[config.mk]
export PLATFORM = sky130hd
export DESIGN_NAME = run_sequencer
export DESIGN_NICKNAME = d
export VERILOG_FILES = /design/src/rtl/run_seq_pkg.sv /design/src/rtl/sat_counter.sv /design/src/rtl/run_sequencer.sv
export SDC_FILE = /design/constraint.sdc
export NUM_CORES = 1
export LEC_CHECK = 0
export ABC_AREA = 1
export CAP_MARGIN = 20
export CORE_MARGIN = 2
export CORE_UTILIZATION = 53
export CTS_CLUSTER_DIAMETER = 50
export CTS_CLUSTER_SIZE = 28
export DETAILED_ROUTE_END_ITERATION = 7
export PLACE_DENSITY = 0.85
export REMOVE_ABC_BUFFERS = 1
export SETUP_SLACK_MARGIN = 0.05
export SLEW_MARGIN = 20
export SYNTH_ARGS = -nofsm -noshare
export SYNTH_HDL_FRONTEND = slang
export SYNTH_SLANG_ARGS = --single-unit
export TNS_END_PERCENT = 100
[constraint.sdc]
create_clock -name clk -period 1.7 [get_ports clk]
set_input_delay 0.34 -clock clk [delete_from_list [all_inputs] [get_ports clk]]
set_output_delay 0.34 -clock clk [all_outputs]
set_load 0.02 [all_outputs]
[src/rtl/run_seq_pkg.sv]
// Shared types and constants for the run sequencer: state encoding, program entry table, default sizes.
// Latency: n/a (declarations only).
// Backpressure: n/a.
package run_seq_pkg;

  // Default sizing; the top exposes these as overridable parameters.
  localparam int DEF_NUM_PROGS   = 3;
  localparam int DEF_PC_W        = 10;
  localparam int DEF_CNT_W       = 16;
  localparam int DEF_CYCLE_LIMIT = 4096;

  typedef enum logic [2:0] {
    IDLE,
    ARMED,
    LOAD,
    RUN,
    DONE,
    TIMEOUT
  } run_state_t;

  // Program entry addresses, index 0 in the low slice. Entry 0 doubles as the
  // fallback for out-of-range selects, and is 0 so a freshly reset select
  // presents a zero entry address.
  localparam logic [DEF_NUM_PROGS-1:0][DEF_PC_W-1:0] ENTRY_PC = {
    10'h100,  // program 2
    10'h040,  // program 1
    10'h000   // program 0
  };

endpackage

[src/rtl/sat_counter.sv]
// Saturating up-counter with synchronous clear; sticks at all-ones instead of wrapping.
// Latency: count reflects clr/en one cycle after they are sampled.
// Backpressure: none; en simply gates the increment.
module sat_counter #(
  parameter int W = 16
) (
  input  logic         clk,
  input  logic         reset,
  input  logic         clr,
  input  logic         en,
  output logic [W-1:0] count
);

  // Clear has priority over counting; the increment stops at the top value.
  always_ff @(posedge clk) begin
    if (reset) begin
      count <= '0;
    end else if (clr) begin
      count <= '0;
    end else if (en && !(&count)) begin
      count <= count + W'(1);
    end
  end

endmodule

[src/rtl/run_sequencer.sv]
// Start/ack run controller: IDLE -> ARMED -> LOAD -> RUN -> DONE/TIMEOUT, with entry select and watchdog.
// Latency: start fall at edge N -> pc_load in N+1, core_run from N+2; core_done at edge M -> ack from M+1.
// Backpressure: start ignored in LOAD/RUN, core_done ignored outside RUN. Optional RUN_SEQ_PERF_EN adds run_cycles.
module run_sequencer
  import run_seq_pkg::*;
#(
  parameter int NUM_PROGS   = DEF_NUM_PROGS,
  parameter int PC_W        = DEF_PC_W,
  parameter int CNT_W       = DEF_CNT_W,
  parameter int CYCLE_LIMIT = DEF_CYCLE_LIMIT,
  parameter int SEL_W       = (NUM_PROGS > 1) ? $clog2(NUM_PROGS) : 1
) (
  input  logic             clk,
  input  logic             reset,
  input  logic             start,
  input  logic [SEL_W-1:0] prog_sel,
  input  logic             core_done,
  output logic             core_run,
  output logic             pc_load,
  output logic [PC_W-1:0]  entry_pc,
  output logic             busy,
  output logic             timeout,
  output logic             ack
`ifdef RUN_SEQ_PERF_EN
  ,
  output logic [CNT_W-1:0] run_cycles
`endif
);

  run_state_t       state;
  run_state_t       state_nxt;
  logic [SEL_W-1:0] sel_q;
  logic [CNT_W-1:0] count;
  logic             at_limit;
  logic [DEF_PC_W-1:0] entry_sel;

  // Watchdog: cleared while loading, counts only while the core runs.
  sat_counter #(
    .W(CNT_W)
  ) u_wdog (
    .clk  (clk),
    .reset(reset),
    .clr  (state == LOAD),
    .en   (state == RUN),
    .count(count)
  );

  // Last permitted RUN cycle; a done in this same cycle still wins.
  assign at_limit = (count == CNT_W'(CYCLE_LIMIT - 1));

  // Next-state decode; start is only looked at outside LOAD/RUN.
  always_comb begin
    state_nxt = state;
    unique case (state)
      IDLE:    if (start) state_nxt = ARMED;
      ARMED:   if (!start) state_nxt = LOAD;
      LOAD:    state_nxt = RUN;
      RUN: begin
        if (core_done)     state_nxt = DONE;
        else if (at_limit) state_nxt = TIMEOUT;
      end
      DONE:    if (start) state_nxt = ARMED;
      TIMEOUT: if (start) state_nxt = ARMED;
      default: state_nxt = IDLE;
    endcase
  end

  // State, latched program select and Moore outputs registered from the next state.
  always_ff @(posedge clk) begin
    if (reset) begin
      state    <= IDLE;
      sel_q    <= '0;
      pc_load  <= 1'b0;
      core_run <= 1'b0;
      busy     <= 1'b0;
      ack      <= 1'b0;
      timeout  <= 1'b0;
    end else begin
      state    <= state_nxt;
      if (state == ARMED && !start) begin
        sel_q <= prog_sel;
      end
      pc_load  <= (state_nxt == LOAD);
      core_run <= (state_nxt == RUN);
      busy     <= (state_nxt == LOAD) || (state_nxt == RUN);
      ack      <= (state_nxt == DONE) || (state_nxt == TIMEOUT);
      timeout  <= (state_nxt == TIMEOUT);
    end
  end

  // Entry lookup; selects beyond the program count fall back to entry 0.
  always_comb begin
    entry_sel = ENTRY_PC[0];
    for (int i = 0; i < DEF_NUM_PROGS; i++) begin
      if (i < NUM_PROGS && int'(sel_q) == i) begin
        entry_sel = ENTRY_PC[i];
      end
    end
  end

  assign entry_pc = PC_W'(entry_sel);

`ifdef RUN_SEQ_PERF_EN
  logic [CNT_W-1:0] count_inc;

  // The exiting RUN cycle has not been counted yet, so latch one more than count.
  assign count_inc = (&count) ? count : count + CNT_W'(1);

  // Capture the run length on the edge that leaves RUN; held until the next run ends.
  always_ff @(posedge clk) begin
    if (reset) begin
      run_cycles <= '0;
    end else if (state == RUN && state_nxt != RUN) begin
      run_cycles <= count_inc;
    end
  end
`endif

endmodule

==> results of run 1 <==
==> synth_stat cells, types with 3 or more instances <==
cell	count	area share [%]
nor2_1	32	8.6
xor2_1	4	2.5
nor2_2	4	1.8
nor2_4	3	2.4
inv_1	20	5.4
nand2_1	55	15
buf_4	8	4.3
a21oi_1	16	5.7
nand4_1	4	1.8
inv_2	3	0.80
nand3_1	11	3.9
o21ai_0	6	2.1
dfxtp_1	26	37
==> sequential cells by signal, summed over array words and instances (netlist names) <==
signal        cells
pc_load           1
sel_q             2
ack               1
state             3
busy              1
timeout           1
u_wdog.count     16
core_run          1
==> cells by family after synthesis <==
family | share of synthesized area (%)
AOI/OAI and AO/OA | 8.48
xor gates and xnor gates | 3.75
DFF | 37.1
adders and majority gates | 0.893
other | 0.268
and+or+nand+nor | 37.1
buffers and inverters | 12.3
==> area by class of cell <==
class	count	area, um^2	area share [%]
inverters	24	90.1	5.62
flip-flops and latches	26	522	32.6
repair buffers	15	150	9.37
well taps	30	37.5	2.34
clock inverters	1	30.0	1.87
multi-input cells	156	751	46.8
clock buffers	3	22.5	1.41
==> cell usage in the layout (no fill, tap or decap) <==
cell type	count
o21ai_0	6
inv_1	20
dfxtp_2	1
o21ai_2	1
nor2_2	6
inv_2	3
clkbuf_4	3
nand3b_1	2
clkinv_1	1
xor2_1	4
nor2_1	30
conb_1	8
nor2_4	4
or2_2	1
a21oi_1	16
ha_1	1
clkdlybuf4s50_1	6
buf_4	3
xnor2_1	2
nand4_1	4
nand2_1	55
bufinv_16	1
nor3_1	2
dlygate4sd2_1	2
dfxtp_1	25
dlymetal6s2s_1	4
nand3_1	11
nand2_2	2
nand2_4	1
==> routing by layer <==
metal	vias up	wire length, um
met2	40	1300
met1	566	1200
met4	0	42
met3	6	144
li1	672	-
met5	-	0
==> worst min path at each step <==
stage	start	to
3_5_place_dp	sel_q[1]	sel_q[1]
3_3_place_gp	sel_q[0]	sel_q[0]
2_1_floorplan	reset	ack
6_report	sel_q[1]	sel_q[1]
5_1_grt	sel_q[0]	sel_q[0]
4_1_cts	sel_q[1]	sel_q[1]
==> metrics by stage <==
step	setup slack [ps]	hold slack (ps)	cell area (um^2)
floorplan	308	412	1350
global placement	154	458	1530
detailed placement	132	462	1530
CTS	51.8	482	1580
global route	59.7	530	1600
finish	110	479	1600
==> power groups by stage <==
stage / Clock (W) / Combinational [W] / Sequential (W)
2_1_floorplan: 0 / 0.0000658 / 0.000646
3_3_place_gp: 0 / 0.000114 / 0.000642
3_5_place_dp: 0 / 0.000116 / 0.000643
4_1_cts: 0.000442 / 0.000114 / 0.000629
5_1_grt: 0.000464 / 0.000125 / 0.000631
6_report: 0.000428 / 0.000114 / 0.000629
==> timing repair <==
| action | 4_1_cts | 5_1_grt |
|---|---|---|
| gates cloned | 0 | 1 |
| pin swaps | 0 | 1 |
| setup endpoints to repair | 2 | 22 |
| endpoints found under the hold margin | 0 | 0 |
| gates resized for setup | 2 | 8 |
==> out/results.tsv, run 1 <==
stage	metric	value	unit
yosys	ys_types	24	
power_and_ir_drop	p_clk_share	36.5	%
placed_design	gp_congestion	0.786	
global_route	grt_use_met3	5.62	%
critical_path	path_buf_inv	1	
global_route	grt.busiest_layer	met2	
global_route	antenna_found_initial	0	
global_route	grtUsageTotal	18.1	%
critical_path	r2r-start	u_wdog.count[0]	
timing	finalSetupViolCount	0	
critical_path	critical_path_depth	1	
drt	firstDrtPassIters	4	
final_layout	fin_nets	233	
drt	drt_iter0_markers	38	
critical_path	cp_slowest_cell	clkdlybuf4s50_1	
floorplanning	rows	18	
yosys	synthCells	208	
critical_path	required	1360	ps
clock_network	cts_root_buf	clkbuf_4	
timing	report.final.slew_viol_count	0	
critical_path	cp-endpoint	ack	
global_route	use_met1	20.8	%
clock_network	cts_buffers	3	
critical_path	worstPathMaxFanout	1	
placed_design	place_inst	250	
final_layout	final_util	64.1	%
power_and_ir_drop	p_int	0.000901	W
final_layout	antenna_cells	0	
power_and_ir_drop	seq_power_share	53.7	%
global_route	grt.met2_usage	32.0	%
power_and_ir_drop	p_sw	0.000270	W
final_layout	nFillCells	232	
clock_network	cts_setup_buffers	0	
power_and_ir_drop	cellLeakagePower	0.734	nW
critical_path	reg2reg_slack	200	ps
yosys	yosysSeqAreaShare	37.1	%
yosys	ys.flop_type	dfxtp_1	
yosys	ys_warn_count	0	
clock_network	cts_hold_buf	0	
global_route	overflow	0	
floorplanning	initial_core_util	56.1	%
clock_network	clk_pin_slew_worst_paths	140	ps
critical_path	critical_path_class	reg2out	
power_and_ir_drop	peakVddDrop	0.628	mV
timing	hold_viol	0	
power_and_ir_drop	power_frac_comb	9.7	%
power_and_ir_drop	power	0.00117	W
clock_network	clk_latency	330	ps
final_layout	drive_above_1_share	11.6	%
critical_path	startpoint_type	flop	
drt	viasPerCell	5.04	
timing	fin_tns_setup	0	ps
worst_hold_path	hold_path_class	reg2reg	
job	maxCapViolCount	0	
yosys	synth_area_per_cell	6.74	um^2
critical_path	crit_chain	clkdlybuf4s50_1	
floorplanning	die_h	55.4	um
yosys	synthArstFlopShare	0	%
clock_network	htreeDepth	1	
drt	drc	0	
global_route	grt_max_degree	18	
yosys	synth_edf_count	0	
drt	totalWireLength	2690	um
critical_path	critPathArrivalTime	1250	ps
critical_path	critPathCaptureType	primary output	
worst_hold_path	hold_depth	2	
final_layout	syn2layout_area_growth	14.4	%
final_layout	stdcell_count	255	
floorplanning	dieArea	3070	um^2
clock_network	cts_tree	built	
status	status	finished clean	
timing	grt_setup_unrepaired	false	
floorplanning	pin_count	21	
critical_path	worstSetupStartpoint	ack	
yosys	synth_area	1400	um^2
timing	max_freq	0.629	GHz
drt	routed-via-count	1284	
placed_design	portBuffers	12	
clock_network	clock_sinks	26	
drt	wl_per_cell	10.6	um
timing	final.setup_skew	3.99	ps
critical_path	reg2reg_to	u_wdog.count[11]	
timing	fin_crit_sh	93.5	%
floorplanning	coreArea	2500	um^2
power_and_ir_drop	powerDensity	731	nW/um^2
critical_path	crit_family	buffers and inverters	
global_route	grt_pass1_vias	1084	
power_and_ir_drop	p_sw_share	23.1	%
drt	antenna_left	0	
critical_path	rr_worst_depth	8	
timing	post-route-min-period	1590	ps
yosys	ys_ff_latch	26	
clock_network	cts_buffer_depth	2	
floorplanning	die_width	55.4	um
critical_path	cp_slowest_stage_delay	590	ps
global_route	grt_pass1_wl	4510	um
placed_design	dpl.hpwl	1880	um
(Power assumes the default switching activity.)
==> run 2: changes to the inputs <==
--- a/config.mk
+++ b/config.mk
@@ -6,6 +6,7 @@
 export NUM_CORES = 1
 export LEC_CHECK = 0
 export ABC_AREA = 1
+export ABC_CLOCK_PERIOD_IN_PS = 1700
 export CAP_MARGIN = 20
 export CORE_MARGIN = 2
 export CORE_UTILIZATION = 53
@@ -15,7 +16,6 @@
 export PLACE_DENSITY = 0.85
 export REMOVE_ABC_BUFFERS = 1
 export SETUP_SLACK_MARGIN = 0.05
-export SLEW_MARGIN = 20
 export SYNTH_ARGS = -nofsm -noshare
 export SYNTH_HDL_FRONTEND = slang
 export SYNTH_SLANG_ARGS = --single-unit
==> results of run 2 <==
Final layout, timing and power as in run 1 (identical DEF).
==> run 3: changes to the inputs <==
--- a/config.mk
+++ b/config.mk
@@ -9,11 +9,12 @@
 export ABC_CLOCK_PERIOD_IN_PS = 1700
 export CAP_MARGIN = 20
 export CORE_MARGIN = 2
-export CORE_UTILIZATION = 53
+export CORE_UTILIZATION = 60
 export CTS_CLUSTER_DIAMETER = 50
 export CTS_CLUSTER_SIZE = 28
 export DETAILED_ROUTE_END_ITERATION = 7
-export PLACE_DENSITY = 0.85
+export DONT_BUFFER_PORTS = 1
+export PLACE_DENSITY = 0.83
 export REMOVE_ABC_BUFFERS = 1
 export SETUP_SLACK_MARGIN = 0.05
 export SYNTH_ARGS = -nofsm -noshare
==> run 3 against run 2 <==
  * Final area is 10% lower
  * Final cell count is 6.7% lower
  * Sequential share of layout area is 3.6 points higher
  * Critical endpoint is now u_wdog.count[14]
  * Clock skew is 1.7 ps lower
  * Sequential power is 0.8% higher
  * First-iteration DRC count is 2.6% lower
  * Power is 11% lower
  * Critical path type is now reg2reg
  * Highest routed layer unchanged
==> out/results.tsv, run 3 (synthesis gave the netlist of run 1 again) <==
stage	metric	value	unit	change
global_route	grt_pass1_vias	1184		+9.2%
timing	post-route-min-period	1530	ps	-56.6 ps
drt	routed-via-count	1222		-4.8%
critical_path	reg2reg_slack	170	ps	-30 ps
placed_design	placed_area	1390	um^2	-9.0%
power_and_ir_drop	cellLeakagePower	0.591	nW	-19%
final_layout	antenna_cells	0		unchanged
power_and_ir_drop	p_sw	0.000269	W	-0.40%
power_and_ir_drop	seq_power_share	61.0	%	+7.3 points
clock_network	cts_root_buf	clkbuf_4		
final_layout	drive_above_1_share	10.0	%	-1.6 points
floorplanning	die_h	52.3	um	-5.6%
timing	hold_viol	0		unchanged
timing	final.setup_skew	2.29	ps	-1.70 ps
placed_design	dpl.hpwl	1980	um	+5.7%
global_route	overflow	0		unchanged
power_and_ir_drop	power_frac_comb	7.6	%	-2.1 points
drt	drt_iter0_markers	37		-2.6%
clock_network	htreeDepth	1		unchanged
drt	wl_met3	123	um	-15%
power_and_ir_drop	powerDensity	723	nW/um^2	-1.0%
drt	viasPerCell	5.13		+2.0%
critical_path	reg2reg_to	u_wdog.count[14]		
critical_path	worstPathMaxFanout	11		+10
clock_network	cts_buffers	3		unchanged
final_layout	largest_reg_flops	16		unchanged
timing	report.final.slew_viol_count	0		unchanged
job	maxCapViolCount	0		unchanged
power_and_ir_drop	p_int	0.000771	W	-14%
drt	wl_met2	1310	um	+0.38%
drt	routed.top_layer	met4		
critical_path	required	1970	ps	+610 ps
final_layout	final_util	65.0	%	+0.93 points
timing	grt_setup_unrepaired	true		
worst_hold_path	holdPathEnd	state[2]		
worst_hold_path	hold_path_class	in2reg		
critical_path	r2r-start	u_wdog.count[0]		
placed_design	portBuffers	0		-12
floorplanning	coreArea	2210	um^2	-12%
critical_path	rr_worst_depth	7		-1
critical_path	startpoint_type	flop		
floorplanning	pin_count	21		unchanged
drt	drc	0		unchanged
worst_hold_path	hp-start	reset		
power_and_ir_drop	p_clk_share	31.5	%	-5.0 points
power_and_ir_drop	p_sw_share	25.9	%	+2.8 points
final_layout	layout_common_cells	55 x nand2_1, 31 x nor2_1, 26 x dfxtp_1		
worst_hold_path	hold_depth	1		-1
timing	hold_ws	50.3	ps	-429 ps
floorplanning	initial_core_util	63.3	%	+7.3 points
final_layout	final_cell_area	1440	um^2	-10%
global_route	antenna_found_initial	0		unchanged
final_layout	fin_nets	218		-6.4%
global_route	grt_pass1_wl	4570	um	+1.4%
power_and_ir_drop	peakVddDrop	0.510	mV	-19%
timing	max_freq	0.652	GHz	+3.7%
clock_network	cts_buffer_depth	2		unchanged
final_layout	syn2layout_area_growth	2.68	%	
critical_path	critical_path_class	reg2reg		
clock_network	clk_latency	330	ps	about the same
clock_network	clock_sinks	26		unchanged
timing	finalSetupViolCount	0		unchanged
clock_network	cts_tree	built		
critical_path	critPathCaptureType	flop		
final_layout	reg_top3	u_wdog.count (16), state (3), sel_q (2)		
drt	firstDrtPassIters	4		unchanged
global_route	grt_max_degree	18		unchanged
floorplanning	rows	17		-1
floorplanning	dieArea	2740	um^2	-11%
drt	wl_per_cell	11.3	um	+7.3%
global_route	grtUsageTotal	21.9	%	+3.8 points
final_layout	largest-register	u_wdog.count		
floorplanning	die_width	52.3	um	-5.6%
critical_path	critPathArrivalTime	1810	ps	+560 ps
critical_path	worstSetupStartpoint	u_wdog.count[0]		
drt	antenna_left	0		unchanged
clock_network	cts_hold_buf	0		unchanged
timing	fin_crit_sh	90.2	%	-3.3 points
timing	fin_tns_setup	0	ps	unchanged
status	status	finished clean		
clock_network	clk_pin_slew_worst_paths	140	ps	about the same
final_layout	mostFrequentLayoutCell	nand2_1		
drt	wl_met1	1240	um	+2.7%
drt	totalWireLength	2700	um	+0.11%
placed_design	gp_congestion	0.816		+3.9%
[run 3: what timing repair did]
item / in CTS / in global routing
setup endpoints to repair: 0 / 18
buffers inserted: 0 / 0
resized for setup: 0 / 3
[run 3: metal layers]
metal,up-vias,global-route usage [%]
li1,635,-
met1,547,25.0
met2,37,39.8
met3,3,2.86
met4,0,10.3
met5,-,0
[run 3: worst max-delay path by stage]
stage                            end  depth (start not counted)  slack [ps]
finish              u_wdog.count[14]                          7         170
floorplan           u_wdog.count[10]                          7         310
CTS                 u_wdog.count[14]                          7          50
global route        u_wdog.count[15]                          9          30
detailed placement  u_wdog.count[14]                          7          70
global placement    u_wdog.count[11]                          7         160
[run 3: through the flow]
stage / setup WS, ps / instances / total power (W)
6_report: 166 / 238 / 0.00104
5_1_grt: 28.5 / 238 / 0.00107
4_1_cts: 52.2 / 238 / 0.00104
3_5_place_dp: 73.9 / 234 / 0.000725
3_3_place_gp: 161 / 234 / 0.000722
2_1_floorplan: 308 / 205 / 0.000712
[run 3: layout make-up]
cell class / count / area (um^2)
Timing Repair Buffer: 1 / 7.51
Inverter: 24 / 90.1
Multi-Input combinational cell: 155 / 749
Clock buffer: 4 / 36.3
Sequential cell: 26 / 520
Fill cell: 210 / 773
Tap cell: 28 / 35.0
[run 3: worst max-delay path: stages (launching register included)]
cell and delay [ps]:
dfxtp_1 390, ha_1 220, nand2_1 70, nor2_1 150, nand2_2 100, o21ai_4 280, nand2_1 110, a21oi_1 150
[run 3: power by group through the flow]
stage	logic, W	clock network, W	registers (W)
finish	0.0000786	0.000328	0.000634
CTS	0.0000773	0.000325	0.000635
global placement	0.0000747	0	0.000648
global route	0.0000880	0.000342	0.000636
detailed placement	0.0000772	0	0.000648
floorplan	0.0000658	0	0.000646
